File: src/rtl/checksum_pkg.sv
// Shared types and ones-complement arithmetic for the incremental checksum updater.
package checksum_pkg;

   localparam int CS_WORD_W = 16;

   typedef logic [CS_WORD_W-1:0] cs_word_t;

   typedef enum logic [1:0] {
      IDLE  = 2'd0,
      ACCUM = 2'd1,
      FOLD  = 2'd2,
      DONE  = 2'd3
   } cs_state_t;

   // 17-bit sum with end-around carry; one fold suffices because the sum never exceeds 0x1FFFE.
   function automatic cs_word_t oc_add(input cs_word_t a, input cs_word_t b);
      logic [CS_WORD_W:0] s;
      s = {1'b0, a} + {1'b0, b};
      return s[CS_WORD_W-1:0] + {{(CS_WORD_W-1){1'b0}}, s[CS_WORD_W]};
   endfunction

endpackage

File: src/rtl/checksum_update_multi.sv
// Incremental ones-complement checksum updater (HC' = ~(~HC + sum(~m + m'))) over MAX_WORDS slots,
// fixed latency, optional UDP zero-checksum handling.
module checksum_update_multi
   import checksum_pkg::*;
#(
   parameter int MAX_WORDS = 4,
   parameter bit UDP_MODE  = 1'b0
) (
   input  logic                      clk,
   input  logic                      reset,
   input  logic                      req,
   input  logic [15:0]               old_checksum,
   input  logic [MAX_WORDS-1:0]      word_mask,
   input  logic [16*MAX_WORDS-1:0]   removed_vals,
   input  logic [16*MAX_WORDS-1:0]   new_vals,
   output logic                      busy,
   output logic                      gnt,
   output logic [15:0]               new_checksum
);

   localparam int SLOT_W = (MAX_WORDS > 1) ? $clog2(MAX_WORDS) : 1;
   localparam logic [SLOT_W-1:0] LAST_SLOT = SLOT_W'(MAX_WORDS - 1);

   cs_state_t                   state_q, state_d;
   logic [SLOT_W-1:0]           slot_q, slot_d;
   cs_word_t                    acc_q, acc_d;
   logic [MAX_WORDS-1:0]        mask_q, mask_d;
   logic [16*MAX_WORDS-1:0]     rem_q, rem_d;
   logic [16*MAX_WORDS-1:0]     nv_q, nv_d;
   logic                        hc_zero_q, hc_zero_d;
   logic                        busy_q, busy_d;
   logic                        gnt_q, gnt_d;
   cs_word_t                    result_q, result_d;
   logic                        accept_s;
   cs_word_t                    m_old_s, m_new_s;

   assign accept_s = req & ~busy_q & (state_q == IDLE);
   assign m_old_s  = rem_q[16*int'(slot_q) +: 16];
   assign m_new_s  = nv_q[16*int'(slot_q) +: 16];

   // State and datapath registers with synchronous active-low reset.
   always_ff @(posedge clk) begin
      if (!reset) begin
         state_q   <= IDLE;
         slot_q    <= {SLOT_W{1'b0}};
         acc_q     <= 16'h0000;
         mask_q    <= {MAX_WORDS{1'b0}};
         rem_q     <= {(16*MAX_WORDS){1'b0}};
         nv_q      <= {(16*MAX_WORDS){1'b0}};
         hc_zero_q <= 1'b0;
         busy_q    <= 1'b0;
         gnt_q     <= 1'b0;
         result_q  <= 16'h0000;
      end else begin
         state_q   <= state_d;
         slot_q    <= slot_d;
         acc_q     <= acc_d;
         mask_q    <= mask_d;
         rem_q     <= rem_d;
         nv_q      <= nv_d;
         hc_zero_q <= hc_zero_d;
         busy_q    <= busy_d;
         gnt_q     <= gnt_d;
         result_q  <= result_d;
      end
   end

   // Next-state logic: ACCUM walks every slot regardless of mask so latency is fixed.
   always_comb begin
      state_d = state_q;
      case (state_q)
         IDLE:    if (accept_s) state_d = ACCUM; else state_d = IDLE;
         ACCUM:   if (slot_q == LAST_SLOT) state_d = FOLD; else state_d = ACCUM;
         FOLD:    state_d = DONE;
         DONE:    state_d = IDLE;
         default: state_d = IDLE;
      endcase
   end

   // Datapath and registered outputs; gnt rises on the edge leaving DONE, busy drops one edge later.
   always_comb begin
      slot_d    = slot_q;
      acc_d     = acc_q;
      mask_d    = mask_q;
      rem_d     = rem_q;
      nv_d      = nv_q;
      hc_zero_d = hc_zero_q;
      gnt_d     = 1'b0;
      result_d  = result_q;
      if (gnt_q) busy_d = 1'b0; else busy_d = busy_q;
      case (state_q)
         IDLE: begin
            if (accept_s) begin
               acc_d     = ~old_checksum;
               slot_d    = {SLOT_W{1'b0}};
               mask_d    = word_mask;
               rem_d     = removed_vals;
               nv_d      = new_vals;
               hc_zero_d = (old_checksum == 16'h0000);
               busy_d    = 1'b1;
            end else begin
               acc_d = acc_q;
            end
         end
         ACCUM: begin
            if (mask_q[slot_q]) acc_d = oc_add(oc_add(acc_q, ~m_old_s), m_new_s);
            else acc_d = acc_q;
            if (slot_q == LAST_SLOT) slot_d = {SLOT_W{1'b0}};
            else slot_d = slot_q + {{(SLOT_W-1){1'b0}}, 1'b1};
         end
         FOLD: acc_d = ~acc_q;
         DONE: begin
            gnt_d = 1'b1;
            if (UDP_MODE && hc_zero_q) result_d = 16'h0000;
            else if (UDP_MODE && (acc_q == 16'h0000)) result_d = 16'hFFFF;
            else result_d = acc_q;
         end
         default: acc_d = acc_q;
      endcase
   end

   assign busy         = busy_q;
   assign gnt          = gnt_q;
   assign new_checksum = result_q;

endmodule

File: config.mk
export PLATFORM = sky130hd
export DESIGN_NAME = checksum_update_multi
export DESIGN_NICKNAME = d
export VERILOG_FILES = /design/src/rtl/checksum_pkg.sv /design/src/rtl/checksum_update_multi.sv
export SDC_FILE = /design/constraint.sdc
export NUM_CORES = 1
export LEC_CHECK = 0
export BUFFER_PORTS_ARGS = -buffer_cell sky130_fd_sc_hd__buf_2
export CORE_ASPECT_RATIO = 0.6
export CORE_MARGIN = 2
export CORE_UTILIZATION = 51
export CTS_CLUSTER_SIZE = 12
export DETAILED_ROUTE_END_ITERATION = 10
export PLACE_DENSITY = 0.82
export SLEW_MARGIN = 15
export SYNTH_ARGS = -nofsm -noshare
export SYNTH_HDL_FRONTEND = slang
export SYNTH_SLANG_ARGS = --single-unit
File: constraint.sdc
create_clock -name clk -period 6.8 [get_ports clk]
set_clock_uncertainty 0.1 [all_clocks]
set_input_delay 0.68 -clock clk [delete_from_list [all_inputs] [get_ports clk]]
set_output_delay 0.68 -clock clk [all_outputs]
set_load 0.05 [all_outputs]
Word level (Yosys, flattened, before mapping)
Cells that the tools add are included.
{ "totals": {"reg_bits": 170, "output_inout_bits": 18, "elab_cells": 50} }
{ "classes": {"n_addsub": 5, "n_lt_le_gt_ge": 1, "n_eq_ne": 6, "shifts": 2, "muxes": 15, "bitwise": 6, "reduce_logical": 6} }
{ "op_table": {"columns": ["op", "n"], "rows": [
  ["indexed part select 64 x 7 -> 16 bit", 2],
  ["inverter 16 bit", 3],
  ["one-hot mux 16 bit (3 select lines)", 1],
  ["adder 16 x 16 -> 17 bit", 2],
  ["adder 16 x 1 -> 16 bit", 2],
  ["two-way mux 16 bit", 2],
  ["one-hot mux 2 bit (4 select lines)", 1],
  ["== test 2 bit, second input constant", 3],
  ["two-way mux 1 bit", 6],
  ["two-way mux 2 bit", 3],
  ["inequality test 2 bit, second input constant", 2],
  ["one-hot mux 2 bit (2 select lines)", 1],
  ["AND reduction 2 bit", 2],
  ["less-than comparator 2 x 3 -> 1 bit, second input constant", 1],
  ["AND reduction 3 bit", 1],
  ["nonzero test 3 bit", 1],
  ["adder 2 x 1 -> 2 bit, second input constant", 1],
  ["bitwise AND 1 bit", 2],
  ["binary-select mux 1 bit (select 2 bit)", 1],
  ["== test 2 x 1 -> 1 bit, second input constant", 1],
  ["logical NOT 2 bit", 1],
  ["nonzero test 2 bit", 1],
  ["inverter 1 bit", 1]
]} }

Logic depth before layout (Yosys ltp)
{ "logic_depth": {"ltp_word": 8, "ltp_mapped": 38, "ltp_nobuf": 36} }

Least setup slack after synthesis
OpenSTA, ideal clock, no wires.
{ "synth_timing": {"kind": "reg-to-reg", "from": "register slot_q[1]", "to": "register acc_q[11]", "setup_time_ps": 58, "t_arrival_ps": 6925, "required_ps": 6642, "setup_slack_ps": -283, "stages_incl_launch_ff": 39, "path_buffers": 3, "path_cell_list": "dfxtp_1 clkbuf_1 buf_1 mux4_2 inv_1 ha_1 fa_1 a21o_1 a21o_1 a211o_1 and4_1 nor4_1 o21bai_1 a21o_1 a21o_1 ha_1 ha_1 nand2_1 [3 not listed] o211ai_1 nand2_1 o211ai_1 a21oi_2 a21o_1 a21oi_1 nor2_1 o21ai_0 nand2b_1 ha_1 nand3_1 nor2_1 nand3_1 or3_1 buf_2 or3_1 a21boi_1 o211a_1"} }
{ "synth_between": {"elab_chain_len": 8, "word_cells_on_any_way": 13} }
{ "synth_rtl": {"columns": ["item", "line", "text"], "rows": [
  ["start: declaration", "checksum_update_multi.sv:25", "logic [SLOT_W-1:0] slot_q, slot_d;"],
  ["start signal: assignment", "checksum_update_multi.sv:45", "slot_q <= {SLOT_W{1'b0}};"],
  ["start signal: assignment", "checksum_update_multi.sv:56", "slot_q <= slot_d;"],
  ["indexed part select 64 x 7 -> 16 bit", "checksum_update_multi.sv:38", "assign m_old_s = rem_q[16*int'(slot_q) +: 16];"],
  ["inverter 16 bit", "checksum_update_multi.sv:106", "if (mask_q[slot_q]) acc_d = oc_add(oc_add(acc_q, ~m_old_s), m_new_s);"],
  ["adder 16 x 16 -> 17 bit", "checksum_pkg.sv:18", "s = {1'b0, a} + {1'b0, b};"],
  ["adder 16 x 1 -> 16 bit", "checksum_pkg.sv:19", "return s[CS_WORD_W-1:0] + {{(CS_WORD_W-1){1'b0}}, s[CS_WORD_W]};"],
  ["adder 16 x 16 -> 17 bit", "checksum_pkg.sv:18", null],
  ["adder 16 x 1 -> 16 bit", "checksum_pkg.sv:19", null],
  ["two-way mux 16 bit", "checksum_update_multi.sv:106", null],
  ["one-hot mux 16 bit (3 select lines)", "checksum_update_multi.sv:91", "case (state_q)"],
  ["end signal: assignment", "checksum_update_multi.sv:46", "acc_q <= 16'h0000;"],
  ["end signal: assignment", "checksum_update_multi.sv:57", "acc_q <= acc_d;"],
  ["end: declaration", "checksum_update_multi.sv:26", "cs_word_t acc_q, acc_d;"]
]} }
Parallel ways exist; a longest one is shown, timed or not. The select of a mux whose other input is x is not followed.
A chain may end at the register's enable or synchronous reset.

Final worst setup path
{ "layout_timing": {"from": "register slot_q[0]", "to": "register acc_q[12]"} }
Same word-level chain as after synthesis.

==> flow_summary.json <==
{
  "worstPathRequired_ns": 7.06,
  "cts_buffers": 17,
  "ys_types": 73,
  "initialDrtViolationCount": 721,
  "final_util_pct": 63.7,
  "irDropWorstVdd_mv": 0.257,
  "p_switching_mw": 1.65,
  "dr.pass1.iters": 5,
  "crit_family": "compound AO/OA/AOI/OAI gates",
  "syn_to_final_growth_pct": 20.7,
  "grt_use_total_pct": 26.4,
  "ios": 169,
  "ys.flop_type": "dfxtp_1",
  "vias": 8634,
  "p_leak_nw": 4.69,
  "synth_cells": 1111,
  "pre_cts_ws_ns": -0.00890,
  "seqCellArea_sq_um": 3410,
  "rsz0062_at_grt": "true",
  "drc": 0,
  "final_antenna_net_count": 0,
  "combPwrFrac_pct": 47.5,
  "wl_per_cell_um": 17.9,
  "sw_frac_of_total_pct": 41.2,
  "rows": 38,
  "ys_seq_elements": 170,
  "hold_viol_final": 0,
  "total_power_mw": 4.01,
  "dpl.hpwl_mm": 19.9,
  "overflow": 0,
  "clk_latency_ns": 0.44,
  "drv_cap": 0,
  "cts_num_sinks": 170,
  "clkSlewWorstSetupHoldPaths_ns": 0.08,
  "crit_path_start_kind": "flop",
  "initial_utilization_pct": 52.7,
  "worst-path-buf-inv": 1,
  "die_w_um": 181,
  "avgSynthCellArea_sq_um": 8.67,
  "power_frac_clock_pct": 24.1,
  "finalCriticalPeriod_ns": 6.54,
  "holdPathEnd": "rem_q[25]$_SDFFE_PN0P_",
  "synth-seq-area-share_pct": 35.3,
  "grt_max_degree": 119,
  "async_reset_ff_share_pct": 0,
  "die_h_um": 110,
  "min_path_cells": 2,
  "cp_data_arrival_time_ns": 6.80,
  "core_area_sq_um": 18300,
  "tns_ns": 0,
  "diodes": 0,
  "crit_path_end_kind": "flop",
  "r2r_start": "slot_q[0]$_SDFFE_PN0P_",
  "min_period_over_period_pct": 96.1,
  "hp-start": "rem_q[25]$_SDFFE_PN0P_",
  "synth_enable_flop_cells": 0,
  "hold_buffers": 0,
  "grt_pass1_wl_mm": 42.3,
  "pwr-share-seq_pct": 28.4,
  "final_nets": 1466,
  "slew_violations": 0,
  "critPathMaxStageDelay_ns": 0.42,
  "clockBufferDepth": 2,
  "power.density_nw_per_um2": 345,
  "max_freq_mhz": 153,
  "r2r_cells": 34,
  "internal_power_mw": 2.36,
  "rrSetupSlack_ns": 0.26,
  "setup_slack_ns": 0.264,
  "place_congestion": 0.957,
  "r2r_end": "acc_q[12]$_SDFFE_PN0P_",
  "path_class": "flop to flop",
  "tightest_slew_ns": 0.997,
  "slew_headroom_pct": 33.6,
  "hold_class": "flop to flop",
  "crit_fanout": 4,
  "drt_wl_total_mm": 27.2,
  "multi_input_area_sq_um": 6050,
  "port_buffers": 168,
  "yosysWarnings": 0,
  "status": "finished clean",
  "grt_pass1_vias": 7924,
  "setup_viol": 0,
  "fillCellCount": 1501,
  "drive_gt1_share_pct": 25.4,
  "cts_tree": "yes",
  "synth_area_sq_um": 9630,
  "slowest_stage": "or3b_1",
  "htreeDepth": 4,
  "synth_nets": 1309,
  "cts_root_buffer": "clkbuf_16",
  "antenna_found_initial": 1,
  "die_area_sq_um": 20000,
  "viasPerCell": 5.68
}
## layout make-up
class                      instances  share of cell area, %
multi-input combinational        840                   52.1
inverter                          31                   1.00
timing repair buffer             208                   9.98
sequential                       170                   29.3
clock buffer                      18                   3.69
clock inverter                    14                   1.31
tap                              240                   2.58
## worst min-delay path, delay by kind of cell, from the launching register on
family / cells / cell delay [ns]
AO/OA/AOI/OAI: 1 / 0.06
flip-flops: 1 / 0.31
AND/OR/NAND/NOR: 1 / 0.04
## cells in the final DEF, fill, tap and decap left out, types with 4 or more instances in the layout
master     netlist  layout
a21oi_1         34      33
o21a_1           5       5
a21o_1          14      14
inv_8            0       4
nand3_1         24      20
mux4_2          33      33
and2_1           4       4
mux2i_1         24      24
dfxtp_1        170     168
o2111ai_1        4       4
nor2_1          20      15
nand2_1        290     288
xor2_1          21      20
nor2b_1         31      31
clkbuf_16        0      17
xnor2_1         27      25
ha_4             0       7
nand4_1          4       4
a21boi_0       133     133
o21ai_0         25      23
ha_1            45      35
buf_4            4      39
nor3_1           8       8
nand2b_1         5       5
buf_2            4     167
a31oi_1          9       9
o211ai_1        12      12
inv_1           30      29
## Yosys cell counts, types with 3 or more instances
master	count	area, sq um
o21ai_0	25	125
o2111ai_1	4	35.0
o211ai_1	12	90.1
buf_2	4	20.0
nand2b_1	5	31.3
a21boi_0	133	998
o21a_1	5	37.5
buf_1	4	15.0
or2_2	3	18.8
nand3_1	24	120
and3_1	3	18.8
a31oi_1	9	56.3
buf_4	4	30.0
ha_1	45	563
nand2_1	290	1090
xnor2_1	27	236
clkbuf_1	57	214
nand4_1	4	25.0
a21oi_1	34	170
or3_1	3	18.8
nor2b_1	31	194
a211o_1	3	26.3
xor2_1	21	184
a21o_1	14	105
mux2i_1	24	240
and2_1	4	25.0
nor2_1	20	75.1
inv_1	30	113
dfxtp_1	170	3400
mux4_2	33	743
nor3_1	8	40.0
o211a_1	3	30.0
## cells by family (layout without fill, tap and decap cells)
group | Yosys count | count (layout) | synth area share [%]
AND/OR/NAND/NOR | 409 | 409 | 18.5
AO/OA/AOI/OAI | 277 | 277 | 20.6
flip-flops | 170 | 170 | 35.3
buffers and inverters | 101 | 271 | 4.25
multiplexers | 57 | 57 | 10.2
XOR/XNOR | 50 | 50 | 4.82
adder cells (fa/ha/maj) | 47 | 47 | 6.26
## worst max-delay path by stage
stage | slack (ns) | end | depth (start not counted) | from
after global placement | 0.25 | acc_q[12]$_SDFFE_PN0P_ | 34 | slot_q[0]$_SDFFE_PN0P_
after global routing | -0.09 | acc_q[12]$_SDFFE_PN0P_ | 35 | slot_q[0]$_SDFFE_PN0P_
after detailed placement | -0.009 | acc_q[12]$_SDFFE_PN0P_ | 34 | slot_q[0]$_SDFFE_PN0P_
after floorplan | 0.009 | acc_q[11]$_SDFFE_PN0P_ | 38 | slot_q[1]$_SDFFE_PN0P_
final | 0.26 | acc_q[12]$_SDFFE_PN0P_ | 34 | slot_q[0]$_SDFFE_PN0P_
after CTS | -0.003 | acc_q[12]$_SDFFE_PN0P_ | 34 | slot_q[0]$_SDFFE_PN0P_
## through the flow
stage | cell area, sq um | hold slack, ns | instances
2_1_floorplan | 9630 | 0.340 | 1111
3_3_place_gp | 10700 | 0.351 | 1474
3_5_place_dp | 10700 | 0.357 | 1474
4_1_cts | 11300 | 0.368 | 1506
5_1_grt | 11600 | 0.386 | 1521
6_report | 11600 | 0.365 | 1521
## sequential cells by signal (all words and copies together), names as in the netlist, named ones only
signal	cells
nv_q	64
rem_q	64
acc_q	16
new_checksum	16
mask_q	4
slot_q	2
busy	1
gnt	1
state_q	1
## per-layer routing
layer / global-route usage, % / vias up / wire (um)
met2: 35.6 / 346 / 11100
met3: 5.28 / 29 / 2580
met5: 0 / - / 13
met1: 42.5 / 4080 / 13200
li1: - / 4177 / -
met4: 5.26 / 2 / 281
## power by group through the flow
stage	logic [mW]	clock network, mW	registers, mW
after floorplan	1.24	0	1.13
after global routing	2.05	1.02	1.14
after detailed placement	1.64	0	1.16
final	1.90	0.968	1.14
after global placement	1.62	0	1.15
after CTS	1.68	0.977	1.13
## timing repair
item / 4_1_cts / 5_1_grt
setup endpoints to repair: 3 / 16
pin swaps: 0 / 30
resized for setup: 3 / 47
buffers inserted: 0 / 15
(Power assumes the default switching activity.)
